## src/rtl/imsic_pkg.sv

```systemverilog
// Shared IMSIC CSR channel definitions: master FSM states, indirect CSR offsets,
// channel op codes and the topei id field bounds.
package imsic_pkg;

   typedef enum logic [1:0] {
      ST_IDLE,
      ST_ISSUE,
      ST_WAIT,
      ST_RESP
   } imsic_mst_st_e;

   localparam logic [11:0] EIP0_OFF        = 12'h080;
   localparam logic [11:0] EIE0_OFF        = 12'h0C0;
   localparam logic [11:0] EIDELIVERY_OFF  = 12'h070;
   localparam logic [11:0] EITHRESHOLD_OFF = 12'h072;

   localparam logic [1:0] OP_RD  = 2'b00;
   localparam logic [1:0] OP_RW  = 2'b01;
   localparam logic [1:0] OP_SET = 2'b10;
   localparam logic [1:0] OP_CLR = 2'b11;

   localparam int unsigned TOPEI_ID_LO = 16;
   localparam int unsigned TOPEI_ID_HI = 26;
   localparam int unsigned TOPEI_ID_W  = TOPEI_ID_HI - TOPEI_ID_LO + 1;

endpackage

```

## src/rtl/imsic_claim_decode.sv

```systemverilog
// Maps a topei interrupt id to the eip register address and bit mask that
// clears it; eip registers are XLEN wide, so the split depends on XLEN.
module imsic_claim_decode
   import imsic_pkg::*;
#(
   parameter int XLEN = 64
) (
   input  logic [TOPEI_ID_W-1:0] id,
   output logic [11:0]           addr,
   output logic [XLEN-1:0]       mask
);

   generate
      if (XLEN == 64) begin : g_x64
         // 64-bit eip registers occupy even offsets only
         assign addr = EIP0_OFF + {6'd0, id[10:6], 1'b0};
         assign mask = XLEN'(1) << id[5:0];
      end else begin : g_x32
         assign addr = EIP0_OFF + {6'd0, id[10:5]};
         assign mask = XLEN'(1) << id[4:0];
      end
   endgenerate

endmodule

```

## src/rtl/imsic_csr_master.sv

```systemverilog
// Hart-side IMSIC CSR channel initiator: one request in flight, topei claims
// become a CSRRC of the eip bit. Define IMSIC_CSR_MST_TIMEOUT_EN for a response timeout.
module imsic_csr_master
   import imsic_pkg::*;
#(
   parameter int NR_INTP_FILES   = 7,
   parameter int XLEN            = 64,
   parameter int INTP_FILE_WIDTH = 3,
   parameter int TIMEOUT         = 15
) (
   input  logic                          clk,
   input  logic                          rst,
   input  logic                          req_vld,
   output logic                          req_rdy,
   input  logic [11:0]                   req_addr,
   input  logic [INTP_FILE_WIDTH-1:0]    req_file,
   input  logic                          req_v,
   input  logic [1:0]                    req_op,
   input  logic [XLEN-1:0]               req_wdata,
   input  logic                          req_priv_illegal,
   input  logic                          req_claim,
   input  logic [32*NR_INTP_FILES-1:0]   xtopei,
   output logic                          rsp_vld,
   input  logic                          rsp_rdy,
   output logic [XLEN-1:0]               rsp_rdata,
   output logic                          rsp_illegal,
   output logic [11:0]                   csr_addr,
   output logic                          csr_rd,
   output logic [INTP_FILE_WIDTH-1:0]    intp_file_sel,
   output logic                          priv_is_illegal,
   output logic                          o_csr_wdata_vld,
   output logic                          o_csr_v,
   output logic [XLEN-1:0]               o_csr_wdata,
   output logic [1:0]                    o_csr_wdata_op,
   input  logic                          i_csr_rdata_vld,
   input  logic [XLEN-1:0]               i_csr_rdata,
   input  logic                          i_csr_illegal
);

   imsic_mst_st_e         state;
   logic                  claim_q;
   logic [31:0]           topei_q;
   logic [31:0]           sel_topei;
   logic [TOPEI_ID_W-1:0] claim_id;
   logic [11:0]           claim_addr;
   logic [XLEN-1:0]       claim_mask;

`ifdef IMSIC_CSR_MST_TIMEOUT_EN
   localparam logic [3:0] TMO_LIM = 4'(TIMEOUT);
   logic [3:0]            tmo_cnt;
`endif

   // Files beyond NR_INTP_FILES read as topei 0, i.e. nothing to claim
   always_comb begin
      sel_topei = '0;
      for (int unsigned i = 0; i < NR_INTP_FILES; i++) begin
         if (req_file == INTP_FILE_WIDTH'(i)) sel_topei = xtopei[i*32 +: 32];
      end
   end

   assign claim_id = sel_topei[TOPEI_ID_HI:TOPEI_ID_LO];

   imsic_claim_decode #(.XLEN(XLEN)) u_claim_decode (
      .id   (claim_id),
      .addr (claim_addr),
      .mask (claim_mask)
   );

   always_ff @(posedge clk or posedge rst) begin
      if (rst) begin
         state           <= ST_IDLE;
         req_rdy         <= 1'b0;
         claim_q         <= 1'b0;
         topei_q         <= '0;
         rsp_vld         <= 1'b0;
         rsp_rdata       <= '0;
         rsp_illegal     <= 1'b0;
         csr_addr        <= '0;
         csr_rd          <= 1'b0;
         intp_file_sel   <= '0;
         priv_is_illegal <= 1'b0;
         o_csr_wdata_vld <= 1'b0;
         o_csr_v         <= 1'b0;
         o_csr_wdata     <= '0;
         o_csr_wdata_op  <= '0;
`ifdef IMSIC_CSR_MST_TIMEOUT_EN
         tmo_cnt         <= '0;
`endif
      end else begin
         case (state)
            ST_IDLE: begin
               req_rdy <= 1'b1;
               if (req_vld && req_rdy) begin
                  req_rdy <= 1'b0;
                  claim_q <= req_claim;
                  topei_q <= sel_topei;
                  if (req_claim && claim_id == '0) begin
                     state       <= ST_RESP;
                     rsp_vld     <= 1'b1;
                     rsp_rdata   <= '0;
                     rsp_illegal <= 1'b0;
                  end else begin
                     state           <= ST_ISSUE;
                     csr_rd          <= 1'b1;
                     intp_file_sel   <= req_file;
                     priv_is_illegal <= req_priv_illegal;
                     o_csr_v         <= req_v;
                     if (req_claim) begin
                        csr_addr        <= claim_addr;
                        o_csr_wdata     <= claim_mask;
                        o_csr_wdata_op  <= OP_CLR;
                        o_csr_wdata_vld <= 1'b1;
                     end else begin
                        csr_addr        <= req_addr;
                        o_csr_wdata     <= (req_op == OP_RD) ? '0 : req_wdata;
                        o_csr_wdata_op  <= req_op;
                        o_csr_wdata_vld <= (req_op != OP_RD);
                     end
                  end
               end
            end
            ST_ISSUE: begin
               state           <= ST_WAIT;
               csr_addr        <= '0;
               csr_rd          <= 1'b0;
               intp_file_sel   <= '0;
               priv_is_illegal <= 1'b0;
               o_csr_wdata_vld <= 1'b0;
               o_csr_v         <= 1'b0;
               o_csr_wdata     <= '0;
               o_csr_wdata_op  <= '0;
`ifdef IMSIC_CSR_MST_TIMEOUT_EN
               tmo_cnt         <= '0;
`endif
            end
            ST_WAIT: begin
               if (i_csr_rdata_vld) begin
                  state       <= ST_RESP;
                  rsp_vld     <= 1'b1;
                  rsp_illegal <= i_csr_illegal;
                  rsp_rdata   <= claim_q ? XLEN'(topei_q) : i_csr_rdata;
               end
`ifdef IMSIC_CSR_MST_TIMEOUT_EN
               else if (tmo_cnt == TMO_LIM) begin
                  state       <= ST_RESP;
                  rsp_vld     <= 1'b1;
                  rsp_illegal <= 1'b1;
                  rsp_rdata   <= '0;
               end else if (tmo_cnt != '1) begin
                  tmo_cnt <= tmo_cnt + 4'd1;
               end
`endif
            end
            ST_RESP: begin
               if (rsp_rdy) begin
                  state       <= ST_IDLE;
                  rsp_vld     <= 1'b0;
                  rsp_rdata   <= '0;
                  rsp_illegal <= 1'b0;
                  req_rdy     <= 1'b1;
               end
            end
            default: state <= ST_IDLE;
         endcase
      end
   end

endmodule

```

## config.mk

```make
export PLATFORM = sky130hd
export DESIGN_NAME = imsic_csr_master
export DESIGN_NICKNAME = d
export VERILOG_FILES = /design/src/rtl/imsic_pkg.sv /design/src/rtl/imsic_claim_decode.sv /design/src/rtl/imsic_csr_master.sv
export SDC_FILE = /design/constraint.sdc
export NUM_CORES = 1
export LEC_CHECK = 0
export CORE_AREA = 8 8 198 200
export CTS_CLUSTER_DIAMETER = 150
export DETAILED_ROUTE_END_ITERATION = 8
export DIE_AREA = 0 0 206 208
export DONT_BUFFER_PORTS = 1
export GPL_TIMING_DRIVEN = 0
export PLACE_DENSITY = 0.46
export SETUP_SLACK_MARGIN = 0.02
export SLEW_MARGIN = 10
export SYNTH_ARGS = -nofsm -noshare
export SYNTH_HDL_FRONTEND = slang
export SYNTH_HIERARCHICAL = 1
export SYNTH_SLANG_ARGS = --single-unit
```

## constraint.sdc

```tcl
create_clock -name clk -period 6.6 [get_ports clk]
set_input_delay 0.66 -clock clk [delete_from_list [all_inputs] [get_ports clk]]
set_output_delay 0.66 -clock clk [all_outputs]
set_load 0.1 [all_outputs]
```

# After elaboration in Yosys (flattened, before gate mapping)
# Index checks and enable logic that the tools add are counted.
op_classes:
  add_sub_neg: 1
  muxes: 59
  eq_ne: 14
  n_reduce_logical: 15
  shift: 1
op_table:
  columns: ["cell", "n"]
  rows:
  - ["$mux 64", 9]
  - ["$mux 32", 7]
  - ["$pmux 64 s3", 1]
  - ["$pmux 64 s2", 1]
  - ["$shl 1x6->64 const A", 1]
  - ["$mux 12", 3]
  - ["$pmux 12 s2", 1]
  - ["$mux 1", 18]
  - ["$mux 2", 7]
  - ["$logic_not 11->1", 1]
  - ["$ne 2x2->1 const B", 5]
  - ["$pmux 1 s2", 5]
  - ["$add 8x6->9 const A", 1]
  - ["$eq 3x3->1 const B", 3]
  - ["$pmux 2 s4", 1]
  - ["$eq 3x2->1 const B", 2]
  - ["$mux 3", 2]
  - ["$pmux 1 s3", 2]
  - ["$pmux 3 s2", 1]
  - ["$reduce_and 3->1", 2]
  - ["$reduce_bool 2->1", 3]
  - ["$reduce_and 5->1", 1]
  - ["$eq 2x2->1 const B", 2]
  - ["$logic_not 2->1", 2]
  - ["7 further kinds", 9]
word_totals:
  elab_cells: 105
  regBits: 187
  out_inout_bits: 152

# Logic depth before layout (Yosys ltp)
# Gate-level depths: netlist of the first run.
logic_depth:
  ltp_word: 13
  mapped_depth: 13
  mapped_depth_nobuf: 8

# By module
# Netlist of the first run, hierarchy kept.
modules_own_cells:
  columns: ["module", "instances", "area_each_um2", "seq_area_each_um2", "cells_per_inst"]
  rows:
  - ["imsic_csr_master", 1, 12106.6, 4679.5, 1259]
  - ["imsic_claim_decode", 1, 579.3, 0.0, 109]

# Worst setup path after synthesis of the first run
# OpenSTA, ideal clock, no wires.
synth_path:
  kind: "input to register"
  start: "in req_file[1]"
  end: "reg o_csr_wdata[33]"
  arrival_time_ps: 2719
  setup_time_ps: 123
  path_buffers: 5
  path_slack_ps: 3758
  cell_stages: 13
  cell_sequence: "buf_6 > buf_6 > buf_6 > a21oi_1 > o32ai_1 > o221ai_1 > nand2_1 > or2_2 > clkbuf_1 > buf_2 > nor2_1 > a22oi_1 > o2bb2ai_2"
synth_via:
  elab_chain_len: 13
synth_lines:
  columns: ["item", "line", "text"]
  rows:
  - ["start: declaration", "imsic_csr_master.sv:16", "input logic [INTP_FILE_WIDTH-1:0] req_file,"]
  - ["$logic_not 3->1", "imsic_csr_master.sv:57", "if (req_file == INTP_FILE_WIDTH'(i)) sel_topei = xtopei[i*32 +: 32];"]
  - ["$mux 32 (6 in series)", "imsic_csr_master.sv:57", null]
  - ["$mux 32 (*)", "imsic_csr_master.sv:57", null]
  - ["net sel_topei[20]", "imsic_csr_master.sv:43", "logic [31:0] sel_topei;"]
  - ["$shl 1x6->64 (*)", "imsic_claim_decode.sv:17", "assign mask = XLEN'(1) << id[5:0];"]
  - ["net claim_mask[33]", "imsic_csr_master.sv:46", "logic [XLEN-1:0] claim_mask;"]
  - ["$mux 64 (*)", "imsic_csr_master.sv:108", "if (req_claim) begin"]
  - ["$mux 64 (*)", "imsic_csr_master.sv:97", "if (req_claim && claim_id == '0) begin"]
  - ["$mux 64 (*)", "imsic_csr_master.sv:93", "if (req_vld && req_rdy) begin"]
  - ["$pmux 64 s2 (*)", "imsic_csr_master.sv:90", "case (state)"]
  - ["end signal: assignment", "imsic_csr_master.sv:110", "o_csr_wdata <= claim_mask;"]
  - ["end signal: assignment", "imsic_csr_master.sv:115", "o_csr_wdata <= (req_op == OP_RD) ? '0 : req_wdata;"]
  - ["end: declaration", "imsic_csr_master.sv:33", "output logic [XLEN-1:0] o_csr_wdata,"]
# Mark *: on every way through the listed nets, which the timed path passes. The rest lies on a longest branch. The select of a mux whose other input is x is not followed.
# A chain may end at the register's enable or synchronous reset.

# Worst setup path in the final report of the first run
layout_path:
  start: "in req_file[2]"
  end: "reg rsp_rdata[29]"
layout_via:
  elab_chain_len: 12
layout_lines:
  columns: ["item", "line", "text"]
  rows:
  - ["$logic_not 3->1", "imsic_csr_master.sv:57", null]
  - ["$mux 32 (6 in series)", "imsic_csr_master.sv:57", null]
  - ["$mux 32 (*)", "imsic_csr_master.sv:57", null]
  - ["$logic_not 11->1 (*)", "imsic_csr_master.sv:97", null]
  - ["$logic_and 1x1->1 (*)", "imsic_csr_master.sv:97", null]
  - ["$ne 2x2->1 (no source line) (*)", null, null]
  - ["$reduce_and 5->1 (no source line) (*)", null, null]
  - ["end signal: assignment", "imsic_csr_master.sv:141", "rsp_rdata <= claim_q ? XLEN'(topei_q) : i_csr_rdata;"]
  - ["end: declaration", "imsic_csr_master.sv:25", "output logic [XLEN-1:0] rsp_rdata,"]
# Every way passes the cells marked *; elsewhere a longest branch is shown, timed or not.

==> impl_results.md, run 1 <==
* Number of synthesized flops with an enable pin at 0
* Routed wire length at 58150 microns
* CTS max path bufs at 2
* Cell Area, Synth at 12690 sq um
* Vias in the first global route at 11840
* # nets final at 1776
* Worst setup margin at 3122 ps
* DP Area at 13350 sq um
* DR vias/cell at 6.080
* Power Dens Cells at 572.0 nW/um^2
* Dominant cells by area after synthesis: dfrtp_1, o2bb2ai_2, mux2i_1
* Clock slew at reported path FFs at 80 ps
* Synth warn at 6
* Distinct cells, synth at 52
* Final Critical Period at 3478 ps
* Die Y-Extent at 208 microns
* Root buf cell: clkbuf_16
* Layout cells sized above 1 at 0.1670
* Critical Path RT at 6920 ps
* Pre-CTS setup slack at 2646 ps
* CP endpoint kind: flop
* Grt total ovfl at 0
* Number of core rows at 70
* Core footprint at 36080 sq um
* Port Buffer Count at 0
* Period utilisation layout at 0.5270
* Final setup vio count at 0
* Unrepaired setup endpoints after global routing: false
* I/O Pins at 530
* Yosys top cell area share at 0.3689
* Reg-to-reg slack, setup at 3310 ps
* Asr flop ratio synth at 1.000
* Die area at 42850 sq um
* Relative slew slack at 0.2834
* Fmax at 0.2875 GHz
* Crit-path max FO at 10
* H-Tree Level Count at 4
* Die width at 206 microns
* Max-slew violations at 0
* Resize count post-CTS at 0
* Clock sink total at 187
* Worst min-delay path category: in2async
* Post-CTS Setup Repair Bufs at 0
* Worst setup SP type: primary input
* Synth Flop Type: dfrtp_1
* Initial Util at 0.3516
* Skew final at 15.31 ps
* First-pass detailed-route iteration total at 5
* Hpwl dp at 46090 microns
* Fillers at 3730
* Count leader, synth: dfrtp_1
* Sequential element share of the synthesized area at 0.3689
* Worst Path Class, Setup: in2reg
* Vias at 11420
* Status: finished clean
* Yosys top cell by area: dfrtp_1
* Clk Latency, worst-skew pair at 460 ps
* Peak supply drop at 0.4318 mV
* Synth Register Bits at 187
* # Max-Cap Violations at 0
* # DRC at 0
* Crit path DAT at 3790 ps
* Largest net degree at the start of global routing at 73
* Fin. Hold Viols at 0
* Mean Syn Cell Area at 9.273 sq um
* Initial antenna violation count at 6
* Avg WL per Cell at 30.95 microns
* Leak pwr at 5.091 nW
* Area grow syn2layout at 9.675%
* Synth top cells by count: dfrtp_1, nand2_1, o21ai_0
* TritonCTS clock tree: built
* First-pass GRT wire length at 83630 microns
* Total global-route track usage at 0.2614
* Hold_buf cts at 0
* CTS buffer count at 17
* Post-DRT Antenna Nets at 0
* Syn Inst Count at 1368
* Cell area after layout at 13910 sq um
* Slew @ Worst Pin at 1075 ps
* Final Wtd Congestion at 0.8823
* DR iter-0 viols at 875
[routing by layer]
layer  GRT usage  vias up  wire length (microns)
li1            -     5161                      -
met1      0.3069     5647                  22380
met3     0.09571       82                   6075
met4     0.08592        2                   1567
met5           0        -                     10
met2      0.4350      532                  28120
[path summary, 6_finish.rpt]
| check | from | to | cells after the start |
|---|---|---|---|
| setup / recovery | req_file[2] | rsp_rdata[29] | 8 |
| hold / removal | rst | o_csr_wdata[37] | 1 |
| setup reg to reg | req_rdy | rsp_rdata[29] | 7 |
| hold reg to reg | topei_q[12] | topei_q[12] | 2 |
| max in group asynchronous | rst | topei_q[29] | 3 |
| min in group clk | req_v | o_csr_v | 1 |
[cells by family (layout without fill, tap and decap cells)]
| logic type | count (synthesis) | in the layout | synth area share |
|---|---|---|---|
| DFF | 187 | 187 | 0.3689 |
| muxes | 103 | 103 | 0.08699 |
| buffers and inverters | 176 | 210 | 0.07131 |
| AOI/OAI and AO/OA | 428 | 428 | 0.2807 |
| adders and majority gates | 4 | 4 | 0.003945 |
| and+or+nand+nor | 468 | 468 | 0.1876 |
| other | 2 | 11 | 0.0005920 |
[power by group]
part,switching (W),leakage (nW),internal (W)
logic,0.00155,2.46,0.00106
clock network,0.000520,0.265,0.000503
registers,0.00281,2.36,0.00152
total,0.00488,5.09,0.00308
[registers in the layout, summed over array words and instances, names as in the netlist]
name / flops
state: 2
o_csr_wdata_vld: 1
csr_addr: 12
claim_q: 1
o_csr_wdata_op: 2
rsp_illegal: 1
req_rdy: 1
o_csr_wdata: 64
rsp_rdata: 64
rsp_vld: 1
o_csr_v: 1
intp_file_sel: 3
topei_q: 32
priv_is_illegal: 1
csr_rd: 1
[area by class of cell]
type / instances / area (sq um) / area share
Sequential cell: 187 / 4679 / 0.3363
Inverter: 12 / 52.55 / 0.003777
Tap cell: 468 / 585.6 / 0.04209
Clock buffer: 19 / 442.9 / 0.03183
Buffer: 164 / 859.6 / 0.06178
Multi-Input combinational cell: 1010 / 7121 / 0.5118
Timing Repair Buffer: 2 / 55.05 / 0.003957
Antenna cell: 4 / 10.01 / 0.0007194
Clock inverter: 13 / 107.6 / 0.007734
[worst max-delay path, stage by stage]
cell and delay [ps]:
buf_2 260, clkbuf_1 640, o221ai_1 330, a22oi_2 320, nand4_4 340, nor4_4 580, clkbuf_1 470, o22ai_1 170
[per-stage QoR]
step / setup TNS (ps) / cells / utilization / hold WS [ps] / power, W
after floorplan: 0 / 1373 / - / 444.4 / 0.006126
after detailed placement: 0 / 1843 / 0.3700 / 467.9 / 0.006970
after CTS: 0 / 1875 / 0.3853 / 46.56 / 0.008010
after global routing: 0 / 1879 / 0.3856 / 63.32 / 0.008353
final: 0 / 1879 / 0.3856 / 55.19 / 0.007959
after global placement: -386530 / 1841 / 0.3683 / 461.8 / 0.006920
[cells in the final DEF, fill, tap and decap left out, types with 5 or more instances in the layout]
cell / n
a21oi_1: 30
a221oi_1: 34
a22o_1: 22
a22oi_1: 74
and2_1: 40
buf_1: 7
buf_2: 20
buf_4: 16
buf_6: 21
clkbuf_1: 100
clkbuf_16: 17
conb_1: 7
dfrtp_1: 187
inv_1: 11
inv_6: 5
mux2_2: 44
mux2i_1: 57
nand2_1: 116
nand2b_1: 8
nand3_1: 104
nand4bb_1: 6
nor2_1: 97
nor2b_1: 7
nor3_1: 37
o211ai_1: 22
o21ai_0: 109
o22ai_1: 34
o2bb2ai_2: 80
or4_1: 33
No activity file was read; power rests on OpenSTA's default activity.
==> run 2: changes to the inputs <==
--- a/config.mk
+++ b/config.mk
@@ -11,7 +11,7 @@
 export DIE_AREA = 0 0 206 208
 export DONT_BUFFER_PORTS = 1
 export GPL_TIMING_DRIVEN = 0
-export PLACE_DENSITY = 0.46
+export PLACE_DENSITY = 0.48
 export SETUP_SLACK_MARGIN = 0.02
 export SLEW_MARGIN = 10
 export SYNTH_ARGS = -nofsm -noshare
==> constraint.sdc (replaced) <==
create_clock -name clk -period 2.9 [get_ports clk]
set_input_delay 0.29 -clock clk [delete_from_list [all_inputs] [get_ports clk]]
set_output_delay 0.29 -clock clk [all_outputs]
set_load 0.1 [all_outputs]
==> impl_results.md, run 2 (same netlist as run 1, synthesis figures left out) <==
* Core footprint at 36080 sq um
* Root buf cell: clkbuf_16
* Period utilisation layout at 0.9607
* Worst Path Class, Setup: in2reg
* # DRC at 0
* Most common cell after layout, fill and taps aside: dfrtp_1
* Critical Path RT at 3280 ps
* Worst hold path depth at 2
* Initial Util at 0.3516
* Worst r2r path cells at 8
* Vias in the first global route at 11650
* CP endpoint kind: flop
* Port Buffer Count at 0
* Worst stage delay on the critical path at 590 ps
* Final Wtd Congestion at 0.9163
* Hpwl dp at 45770 microns
* Fin. Hold Viols at 0
* Max-slew violations at 0
* Clock slew at reported path FFs at 70 ps
* Met1 Track Usage GR at 0.3139
* Final Critical Period at 2786 ps
* Crit-path slowest cell: clkbuf_1
* Die Y-Extent at 208 microns
* Leak pwr at 5.230 nW
* Crit path DAT at 3160 ps
* Met2 Resource Use GR at 0.4219
* Avg WL per Cell at 30.15 microns
* Fmax at 0.3589 GHz
* Unrepaired setup endpoints after global routing: true
* Initial antenna violation count at 7
* Slew @ Worst Pin at 1079 ps
* Commonest non-fill, non-tap cells in the layout: dfrtp_1, nand2_1, o21ai_0, nand3_1, nor2_1
* First-pass detailed-route iteration total at 5
* Layout cells sized above 1 at 0.1797
* # Max-Cap Violations at 0
* Crit-path max FO at 10
* Clk Latency, worst-skew pair at 460 ps
* DR vias/cell at 6.090
* CTS max path bufs at 2
* Worst setup SP type: primary input
* Total global-route track usage at 0.2544
* WHS at 35.27 ps
* Worst setup margin at 114.0 ps
* # nets final at 1788
* Area grow syn2layout at 11.95%
* TritonCTS clock tree: built
* Final setup TNS at 0 ps
* Final setup vio count at 0
* Routed wire length at 57070 microns
* CTS buffer count at 17
* Post-DRT Antenna Nets at 0
* Worst path depth at 9
* Family with the most delay on the worst path: simple AND/OR/NAND/NOR gates
* Status: finished clean
* Worst path buffer plus inverter count at 3
* DR iter-0 viols at 890
* Power Dens Cells at 1303 nW/um^2
* GR Layer Usage met3 at 0.08313
* Peak supply drop at 0.8463 mV
* First-pass GRT wire length at 82160 microns
* Relative slew slack at 0.2808
* Grt total ovfl at 0
* Crit-path cells: buf_2 -> nor2b_1 -> clkbuf_1 -> a22oi_1 -> a22oi_2 -> nand4_4 -> clkbuf_1 -> or4_1 -> nand3_1
* Worst min-delay path category: in2reg
* Die area at 42850 sq um
* Largest regs: o_csr_wdata x64, rsp_rdata x64, topei_q x32
* I/O Pins at 530
* Vias at 11530
* Fillers at 3715
* Die width at 206 microns
* Skew final at 17.03 ps
* H-Tree Level Count at 4
* Pre-CTS setup slack at -623.9 ps
* Busiest grt layer: met2
* Crit path top cell by count: clkbuf_1
* Number of core rows at 70
* Largest net degree at the start of global routing at 34
* Clock sink total at 187
==> run 2: cell count changes in the layout (fill, tap and decap cells not counted), moves of 2 or more <==
cell           before  now
buf_4              16   20
inv_6               5    3
clkbuf_1          100   92
diode_2             4    6
inv_8               3    0
buf_12              0    6
dlygate4sd3_1       0    6
buf_16              2    0
bufinv_16           0    5
clkbuf_2            1    6
==> run 2: metal layers <==
layer | share of wire | wire length [microns] | vias to the layer above
li1 | - | - | 5189
met1 | 0.40 | 23060 | 5740
met2 | 0.48 | 27560 | 542
met3 | 0.095 | 5436 | 53
met4 | 0.017 | 987 | 4
met5 | 0.00047 | 27 | -
==> run 2: area by class of cell <==
class / count / area, sq um / share of cell area
multi-input combinational: 1010 / 7138 / 0.5026
antenna: 6 / 15.01 / 0.001057
sequential: 187 / 4681 / 0.3296
clock buffer: 19 / 452.9 / 0.03189
buffer: 162 / 860.8 / 0.06061
inverter: 12 / 48.80 / 0.003436
clock inverter: 13 / 210.2 / 0.01480
timing repair buffer: 16 / 210.2 / 0.01480
tap: 468 / 585.6 / 0.04123
==> run 2: per-stage QoR <==
step	std cells	instance area (sq um)	power, W	util
final	1893	14200	0.01850	0.3936
after global placement	1841	13290	0.01569	0.3684
after global routing	1892	14200	0.01936	0.3935
after detailed placement	1847	13410	0.01580	0.3717
after CTS	1888	14170	0.01858	0.3927
after floorplan	1373	12710	0.01394	-
==> run 2: worst register-to-register path: stages (launching register included) <==
cell      delay, ps
dfrtp_1         410
inv_1           120
ha_2            320
nand2_1         110
a21oi_1         240
nand4_4         340
clkbuf_1        360
or4_1           580
nand3_1          90
==> run 2: timing repair <==
item	4_1_cts	5_1_grt
pin swaps	2	0
setup endpoints to repair	147	131
buffers inserted	4	0
endpoints found under the hold margin	18	0
gates resized for setup	4	12
hold buffers	6	0
==> run 2: power breakdown <==
group | leakage (nW) | switching, W | internal (W)
Combinational | 2.55 | 0.00349 | 0.00245
Clock | 0.320 | 0.00113 | 0.00159
Sequential | 2.36 | 0.00639 | 0.00346
==> run 2: path summary, 6_finish.rpt <==
kind | start | endpoint | slack, ps
worst max-delay path | req_file[0] | rsp_rdata[36] | 110
worst min-delay path | req_op[0] | o_csr_wdata_vld | 40
worst max register to register | state[0] | rsp_rdata[36] | 270
worst min register to register | topei_q[0] | topei_q[0] | 480
max in group asynchronous | rst | o_csr_wdata[37] | 1370
min in group asynchronous | rst | rsp_rdata[22] | 320
==> run 3: changes to the inputs <==
--- a/config.mk
+++ b/config.mk
@@ -5,13 +5,13 @@
 export SDC_FILE = /design/constraint.sdc
 export NUM_CORES = 1
 export LEC_CHECK = 0
+export BUFFER_PORTS_ARGS = -buffer_cell sky130_fd_sc_hd__buf_4
 export CORE_AREA = 8 8 198 200
 export CTS_CLUSTER_DIAMETER = 150
 export DETAILED_ROUTE_END_ITERATION = 8
 export DIE_AREA = 0 0 206 208
-export DONT_BUFFER_PORTS = 1
 export GPL_TIMING_DRIVEN = 0
-export PLACE_DENSITY = 0.48
+export PLACE_DENSITY = 0.61
 export SETUP_SLACK_MARGIN = 0.02
 export SLEW_MARGIN = 10
 export SYNTH_ARGS = -nofsm -noshare
==> impl_results.md, run 3 (same netlist as run 1, synthesis figures left out) <==
* Status: finished clean
* Final Wtd Congestion at 0.9381
* Int Power at 0.008458 W
* Skew final at 15.38 ps
* Vias in the first global route at 13600
* Crit-path max FO at 10
* Fmax at 0.3580 GHz
* Area grow syn2layout at 41.82%
* Worst hold path depth at 2
* Placed insts at 2372
* Storage cell area at 4679 sq um
* Met1 wire length at 26310 microns
* Total global-route track usage at 0.2851
* Slew @ Worst Pin at 931.0 ps
* H-Tree Level Count at 4
* CP endpoint kind: flop
* Layout cells sized above 1 at 0.4003
* Worst r2r path cells at 8
* Peak supply drop at 1.015 mV
* Hold Startpoint: req_v
* Grt total ovfl at 0
* Max layer used: met5
* Max-slew violations at 0
* First-pass detailed-route iteration total at 6
* Most common cell after layout, fill and taps aside: buf_4
* Met2 WL at 29930 microns
* # nets final at 2306
* Largest net degree at the start of global routing at 37
* Clock share of power at 0.121
* Final setup vio count at 0
* Worst Path Class, Setup: in2reg
* Fin. Hold Viols at 0
* Die width at 206 microns
* Clock slew at reported path FFs at 80 ps
* I/O Pins at 530
* Number of core rows at 70
* Worst setup SP type: primary input
* Worst Hold Path EP: o_csr_v
* Final Critical Period at 2793 ps
* Sw frac at 0.5740
* CTS max path bufs at 2
* Root buf cell: clkbuf_16
* Largest regs: o_csr_wdata x64, rsp_rdata x64, topei_q x32
* # DRC at 0
* Crit path DAT at 3170 ps
* Logic pwr share at 0.658
* R2r startpoint: state[0]
* Power Dens Cells at 1103 nW/um^2
* Clk Latency, worst-skew pair at 470 ps
* Util after Layout at 0.4986
* DR iter-0 viols at 1195
* CTS buffer count at 17
* Port Buffer Count at 526
* Commonest non-fill, non-tap cells in the layout: buf_4, dfrtp_1, nand2_1, o21ai_0, nand3_1
* Reg-to-reg slack, setup at 210 ps
* Non-filler cells, final at 2412
* Vias at 13660
* Initial Util at 0.3516
* # Max-Cap Violations at 0
* Clock sink total at 187
* Worst min-delay path category: in2reg
* Hpwl dp at 51410 microns
* Die area at 42850 sq um
* Leak pwr at 7.732 nW
* Core footprint at 36080 sq um
* Critical Path RT at 3280 ps
* First-pass GRT wire length at 91740 microns
* Avg WL per Cell at 26.27 microns
* Reg2reg end: rsp_rdata[59]
* Unrepaired setup endpoints after global routing: false
* Post-DRT Antenna Nets at 0
* Total net switching power at 0.01139 W
* Fillers at 3512
* DR WL met3 at 5202 microns
* Initial antenna violation count at 21
* Die Y-Extent at 208 microns
* Multi-input logic area at 7131 sq um
* Seq pwr share at 0.221
* Relative slew slack at 0.3740
* DR vias/cell at 5.662
* Routed wire length at 63360 microns
* Period utilisation layout at 0.9631
* TritonCTS clock tree: built
==> run 3: cell count changes in the layout (fill, tap and decap cells not counted), sizes merged <==
| cell | delta |
|---|---|
| diode | +2 |
| clkinv | +3 |
| buf | +522 |
| dlygate4sd3 | -5 |
| inv | +1 |
| bufinv | -4 |
==> run 3: critical path: stages <==
cell       delay [ps]
buf_2             190
nor2_1            730
a22oi_1           260
a22oi_2           340
nand4_4           310
o31ai_4           400
buf_4             300
buf_6             200
o2bb2ai_2         130
==> run 3: what timing repair did <==
action                                 CTS  global route
setup endpoints to repair              115           106
resized for setup                        4             9
endpoints found under the hold margin   23             0
gates cloned                             0             0
setup buffers                            1             1
pin swaps                                2             2
hold buffers                             1             0
==> run 3: worst max-delay path by stage <==
stage / end / slack [ps] / startpoint / depth (start not counted)
global placement: o_csr_wdata[32] / -1240 / rst / 2
CTS: rsp_rdata[22] / 60 / req_file[0] / 9
detailed placement: rsp_rdata[11] / -590 / req_file[2] / 9
floorplan: claim_q / 200 / rst / 1
finish: o_csr_wdata[46] / 110 / req_file[0] / 9
global route: rsp_rdata[58] / 20 / state[0] / 8
==> run 3: power by group through the flow <==
stage	sequential (W)	clock, W	combinational, W
floorplan	0.00939	0	0.00455
global placement	0.00438	0	0.0128
detailed placement	0.00440	0	0.0130
CTS	0.00436	0.00243	0.0130
global route	0.00449	0.00253	0.0137
finish	0.00438	0.00240	0.0131
==> run 3: area by class of cell <==
type | instances | share of cell area
Antenna cell | 8 | 0.001113
Buffer | 162 | 0.04806
Clock inverter | 13 | 0.007581
Multi-Input combinational cell | 1010 | 0.3963
Clock buffer | 18 | 0.02441
Timing Repair Buffer | 534 | 0.2271
Tap cell | 468 | 0.03255
Inverter | 12 | 0.002712
Sequential cell | 187 | 0.2601
==> run 3: metal layers <==
metal  track usage  vias up
li1              -     6255
met1        0.3720     6659
met2        0.4590      618
met3       0.06899       99
met4       0.08715       26
met5             0        -
==> run 3: stage by stage <==
stage / area [sq um] / total power [W] / setup TNS (ps) / setup WS [ps] / hold slack (ps)
detailed placement: 17340 / 0.01737 / -74820 / -592.8 / 399.7
floorplan: 12710 / 0.01394 / 0 / 203.5 / 441.3
global route: 17990 / 0.02070 / 0 / 22.79 / 59.42
CTS: 17950 / 0.01982 / 0 / 57.21 / 47.18
global placement: 17240 / 0.01720 / -302370 / -1235 / 459.4
finish: 17990 / 0.01985 / 0 / 107.0 / 64.13
